**src/rtl/gerenciador_maquinas.sv**
```systemverilog
// Purpose: grants machine run requests round-robin, caps simultaneous contactors, staggers starts.
// Latency: request-to-grant 1 cycle minimum (READY, slot free); request-to-release 1 cycle.
// Backpressure: none; an ungranted request stays pending as a level until a slot and READY coincide.
module gerenciador_maquinas #(
  parameter  int N_MAQ     = 4,
  parameter  int MAX_ON    = 2,
  parameter  int START_GAP = 3,
  localparam int CW        = $clog2(N_MAQ + 1)
) (
  input  logic             clk,
  input  logic             rst_n,
  input  logic [N_MAQ-1:0] m,
  input  logic             parada,
  output logic [N_MAQ-1:0] c,
  output logic [CW-1:0]    n_on,
  output logic             lotado,
  output logic             espera
);

  localparam int PW = $clog2(N_MAQ);
  localparam int GW = (START_GAP > 1) ? $clog2(START_GAP) : 1;

  typedef enum logic [1:0] {READY, GAP, STOP} state_t;

  state_t           state, state_nx;
  logic [PW-1:0]    ptr, ptr_nx;
  logic [GW-1:0]    gap_cnt, gap_nx;
  logic [N_MAQ-1:0] c_nx;
  logic [N_MAQ-1:0] keep;
  logic [N_MAQ-1:0] pend;
  logic [CW-1:0]    keep_cnt;
  logic [CW-1:0]    c_cnt;
  logic             found;
  logic [PW-1:0]    sel;
  logic [PW-1:0]    idx;

  function automatic logic [CW-1:0] popcnt(input logic [N_MAQ-1:0] v);
    logic [CW-1:0] s;
    s = '0;
    for (int i = 0; i < N_MAQ; i++) s = s + CW'(v[i]);
    return s;
  endfunction

  // Releases are immediate; anything requested but not already on is pending.
  assign keep     = c & m;
  assign pend     = m & ~keep;
  assign keep_cnt = popcnt(keep);
  assign c_cnt    = popcnt(c_nx);

  // Round-robin pick: first pending bit at or after ptr, wrapping around.
  always_comb begin
    found = 1'b0;
    sel   = '0;
    idx   = '0;
    for (int i = 0; i < N_MAQ; i++) begin
      idx = PW'((int'(ptr) + i) % N_MAQ);
      if (!found && pend[idx]) begin
        found = 1'b1;
        sel   = idx;
      end
    end
  end

  // Next-state: stop has priority, stop exit is an idle edge, else release/grant/gap countdown.
  always_comb begin
    state_nx = state;
    ptr_nx   = ptr;
    gap_nx   = gap_cnt;
    c_nx     = keep;
    if (parada) begin
      state_nx = STOP;
      gap_nx   = '0;
      c_nx     = '0;
    end else if (state == STOP) begin
      state_nx = READY;
      c_nx     = '0;
    end else if (state == READY && keep_cnt < CW'(MAX_ON) && found) begin
      c_nx   = keep | ({{(N_MAQ-1){1'b0}}, 1'b1} << sel);
      ptr_nx = (sel == PW'(N_MAQ - 1)) ? '0 : sel + PW'(1);
      if (START_GAP > 1) begin
        state_nx = GAP;
        gap_nx   = GW'(START_GAP - 1);
      end
    end else if (state == GAP) begin
      gap_nx = gap_cnt - GW'(1);
      if (gap_cnt <= GW'(1)) state_nx = READY;
    end
  end

  // State and outputs; status flags come from next-state values so they match c.
  always_ff @(posedge clk) begin
    if (!rst_n) begin
      state   <= READY;
      ptr     <= '0;
      gap_cnt <= '0;
      c       <= '0;
      n_on    <= '0;
      lotado  <= 1'b0;
      espera  <= 1'b0;
    end else begin
      state   <= state_nx;
      ptr     <= ptr_nx;
      gap_cnt <= gap_nx;
      c       <= c_nx;
      n_on    <= c_cnt;
      lotado  <= (c_cnt == CW'(MAX_ON));
      espera  <= (state_nx == GAP);
    end
  end

endmodule

```
**config.mk**
```make
export PLATFORM = sky130hd
export DESIGN_NAME = gerenciador_maquinas
export DESIGN_NICKNAME = d
export VERILOG_FILES = /design/src/rtl/gerenciador_maquinas.sv
export SDC_FILE = /design/constraint.sdc
export NUM_CORES = 1
export LEC_CHECK = 0
export CORE_MARGIN = 2
export CORE_UTILIZATION = 49
export DETAILED_ROUTE_END_ITERATION = 10
export GPL_TIMING_DRIVEN = 0
export HOLD_SLACK_MARGIN = 0.1
export PLACE_DENSITY = 0.76
export SKIP_LAST_GASP = 1
export SLEW_MARGIN = 20
export SYNTH_ARGS = -nofsm -noshare
export SYNTH_HDL_FRONTEND = slang
export SYNTH_SLANG_ARGS = --single-unit
```
**constraint.sdc**
```tcl
create_clock -name clk -period 4.2 [get_ports clk]
set_clock_uncertainty 0.15 [all_clocks]
set_input_delay 0.63 -clock clk [delete_from_list [all_inputs] [get_ports clk]]
set_output_delay 0.63 -clock clk [all_outputs]
set_load 0.01 [all_outputs]
```
# Yosys cells after proc, flatten, opt, wreduce, memory -nomap -nowiden
# Cells that the tools add are included.
# W data, S select, Z words.
# totals
output_inout_bits,9
register_bits,15
# classes
n_eq_ne,5
reduce_logical,13
n_lt_le_gt_ge,6
muxes,27
bitwise_logic,7
n_shift,1
addsub,11
# ops
op,count
$mux W2,12
$lt A2 B3 Y1 const B,4
$mux W4,3
$and A4 B4 Y4,2
$bmux W1 S2,4
$mux W1,8
$add A2 B1 Y3,2
$add A3 B1 Y3,2
$logic_and A1 B1 Y1,5
$add A1 B1 Y2,2
$add A2 B1 Y2 const B,2
$add A2 B2 Y2 const B,2
$eq A2 B1 Y1 const B,2
$eq A2 B2 Y1 const B,2
$not A4 Y4,1
$or A4 B4 Y4,1
$shl A1 B2 Y4 const A,1
$eq A3 B2 Y1 const B,1
$logic_not A1 Y1,3
$lt A3 B2 Y1 const B,1
$not A1 Y1,3
$reduce_and A3 Y1,1
$le A2 B1 Y1 const B,1
$logic_not A2 Y1,1
other kinds (4),4

# Longest topological paths before layout
# depth
depth_word,24
mapped_depth,12
mapped_depth_nobuf,12

# Worst setup path before layout
# Ideal clock, no wire load.
# synth_timing
path_type,input to register
startpoint,input m[1]
endpoint,register lotado
cell_stages,11
t_arrival_ns,3.135
setup_slack_ns,0.800
path_buffers,0
path_cell_list,and2_1 > fa_1 > and3_1 > nor4_4 > a31oi_1 > nor2_1 > fa_1 > ha_1 > ha_1 > and2_1 > nor3b_1
# synth_via
word_cells_on_any_way,40
classes_between,6 x add/sub; 1 x order compare; 1 x eq/ne; 1 x shift; 19 x mux; 4 x bitwise; 8 x reduce/logical
# synth_lines
item,line_no,rtl
start: declaration,12,"input logic [N_MAQ-1:0] m,"
$and A4 B4 Y4,45,assign keep = c & m;
$not A4 Y4,46,assign pend = m & ~keep;
$and A4 B4 Y4,46,
$bmux W1 S2,57,if (!found && pend[idx]) begin
$mux W1 (implied by the code),57,
$mux W1,57,
$logic_not A1 Y1,57,
$logic_and A1 B1 Y1,57,
(+8 left out),--,
$or A4 B4 Y4,78,"c_nx = keep | ({{(N_MAQ-1){1'b0}}, 1'b1} << sel);"
$mux W4 *,77,end else if (state == READY && keep_cnt < CW'(MAX_ON) && found) begin
$mux W4 *,74,end else if (state == STOP) begin
$mux W4 *,70,if (parada) begin
net c_nx[3],28,logic [N_MAQ-1:0] c_nx;
$add A3 B1 Y3 *,40,for (int i = 0; i < N_MAQ; i++) s = s + CW'(v[i]);
net c_cnt[1],32,logic [CW-1:0] c_cnt;
$eq A3 B2 Y1 *,106,lotado <= (c_cnt == CW'(MAX_ON));
end signal: assignment,106,
end: declaration,16,"output logic lotado,"
# Mark *: on every way through the listed nets, which the timed path passes. The rest lies on a longest branch. The select of a mux whose other input is x is not followed.
# A chain may end at the register's enable or synchronous reset.

# Worst setup path in the final report
# layout_timing
startpoint,input m[0]
endpoint,register lotado
# layout_via
elab_chain_cells,24
word_cells_on_any_way,40
classes_between,6 x add/sub; 1 x order compare; 1 x eq/ne; 1 x shift; 19 x mux; 4 x bitwise; 8 x reduce/logical
# layout_rtl
item,line_no
$and A4 B4 Y4,45
$not A4 Y4,46
$and A4 B4 Y4,46
$bmux W1 S2,57
$mux W1 (implied by the code),57
$mux W1,57
$logic_not A1 Y1,57
$logic_and A1 B1 Y1,57
(+10 left out),--
$mux W4 *,74
$mux W4 *,70
net c_nx[1],28
$add A1 B1 Y2 *,40
$add A2 B1 Y3 *,40
$add A3 B1 Y3 *,40
net c_cnt[1],32
$eq A3 B2 Y1 *,106
# Marks and branches as above.

==> results.yml <==
timing:
  timing.fmax_ghz: 0.255
  tightest_slew_ps: 493
  setup_viol: 0
  setup_tns_ps: 0
  relSlewSlack: 0.669
  hold_viol_final: 0
  slew_violations: 0
  period_needed_ps: 3910
  fin_crit_sh: 0.932
  rsz0062_at_grt: "no"
place:
  dpl.hpwl_um: 1340
  port_buffers: 15
  gp_congestion: 0.708
  dpl.cell_count: 123
global_routing:
  first_global_vias: 697
  grt_overflow: 0
  grt_pass1_wl_um: 2810
  grt_use_total: 0.192
  antenna_found_initial: 0
  grt_start_max_net_pins: 10
power:
  peakVddDrop_mv: 0.164
  power_density_mw_per_mm2: 305
  power.leakage_uw: 0.000440
critical_path:
  reg2reg_depth: 11
  startpoint_type: "input pin"
  worstPathArrival_ps: 3970
  worstSetupPathType: "in -> reg"
  endpoint_kind: "flip-flop"
  crit_required_ps: 4260
  crit_fanout: 9
logic_synthesis:
  synth_most_common_cell: "dfxtp_1"
  yosys-top-cells-count: "dfxtp_1, nor2_1, ha_1, inv_1"
  synth_area_leaders: "dfxtp_1, ha_1, nor2_1"
  synthFlopType: "dfxtp_1"
  netlist-cell-type-count: 31
  synth_area_um2: 841
  yosys_register_bits: 15
  ys_warn_count: 0
  synth.avg_cell_area_um2: 9.14
  synthesis.nets: 108
  synth_top_area_frac: 0.357
  yosys.area.top_type: "dfxtp_1"
  netlist_instances: 92
  ys_async_sr_fraction: 0
  seq_area_frac_synth: 0.357
  synth_enable_flop_cells: 0
outcome:
  status: "finished, final reports clean"
clock_network:
  clk_pin_slew_ps: 100
  cts-hold-fix-buffers: 0
  clock_latency_ps: 280
  clock_sinks: 15
  clockBufferDepth: 2
  htree_levels: 1
  cts_buffers: 3
  ctsResizeCount: 0
  cts_tree: "yes"
  clockRootBuffer: "clkbuf_4"
  post_cts_buffers: 0
finish:
  multi_input_comb_area_um2: 514
  regArea_um2: 300
  drive_gt1_frac: 0.0991
  diodes: 0
  utilization: 0.666
  area_growth_pct: 23.5
  nets: 128
  instances_no_fill: 127
  fillers: 133
flow_run:
  drv_cap: 0
hold_path:
  hold_path.class: "reg -> reg"
  min_path_cells: 2
routing:
  drtAntennaViolNets: 0
  vias: 728
  via_per_inst: 5.73
  dr.pass1.iters: 5
  wl_um: 1770
  wl_per_cell_um: 13.9
  drtIter0Drc: 11
  drcViolationCount: 0
floorplan:
  num_rows: 14
  die-height_um: 45.4
  dieArea_mm2: 0.00206
  initial_core_util: 0.539
  coreArea_mm2: 0.00156
  ios: 16
  die_w_um: 45.4
## path summary, 6_finish.rpt
path                            startpoint         end  slack (ps)
worst max-delay path                  m[0]      lotado         290
worst min-delay path            gap_cnt[0]  gap_cnt[0]         410
worst max register to register        c[0]      lotado         750
worst min register to register  gap_cnt[0]  gap_cnt[0]         410
## area by class of cell
class,count,area share
clock buffer,3,0.0217
clock inverter,1,0.00482
inverter,7,0.0253
multi-input combinational,70,0.495
sequential,15,0.289
tap,16,0.0193
timing repair buffer,15,0.145
## layer usage
layer / share of wire / vias to the layer above / track usage
met5: 0 / - / 0
li1: - / 360 / -
met2: 0.51 / 19 / 0.352
met1: 0.44 / 345 / 0.208
met4: 0.014 / 0 / 0.106
met3: 0.034 / 4 / 0.0238
## sequential cells by signal (all words and copies together) (netlist names)
signal	flops
c	4
espera	1
gap_cnt	2
lotado	1
n_on	3
ptr	2
state	2
## report_power, final
| part | internal, µW | switching (µW) |
|---|---|---|
| Sequential | 150 | 6.74 |
| Combinational | 36.3 | 40.2 |
| Clock | 35.3 | 47.8 |
## worst max-delay path, stage by stage
cell	delay, ps
clkdlybuf4s50_1	520
and2_1	190
fa_1	420
and3_1	220
nor4_4	370
a31oi_1	190
nor2_1	190
fa_1	470
ha_1	200
ha_1	260
and2_1	130
nor3b_1	180
## per-stage QoR
step / power [µW] / instance area [µm²] / hold WS (ps) / worst slack, ps
floorplan: 208 / 841 / 364 / 800
global placement: 231 / 1010 / 387 / 131
detailed placement: 234 / 1010 / 390 / 62.6
CTS: 319 / 1040 / 408 / 290
global route: 329 / 1040 / 456 / 42.4
finish: 316 / 1040 / 407 / 286
## logic make-up after synthesis
family                     count (synthesis)  share of synthesized area
DFF                                       15                      0.357
adders and majority gates                  9                      0.152
xor gates and xnor gates                   1                     0.0104
buffers and inverters                      7                     0.0313
and+or+nand+nor                           37                      0.269
AOI/OAI and AO/OA                         23                      0.180
## cells in the final DEF (no fill, tap or decap), types with 2 or more instances in the layout
cell type        synthesis  routed
nand2_1                  3       3
nor2b_1                  2       2
fa_1                     2       2
nor2_1                  11      11
a21oi_1                  6       6
clkdlybuf4s50_1          0      15
a31oi_1                  5       5
inv_1                    7       7
clkbuf_4                 0       3
o21ai_0                  5       5
nand2b_1                 4       4
ha_1                     7       7
and2_1                   6       6
dfxtp_1                 15      15
Power figures use the tool's default switching activity.
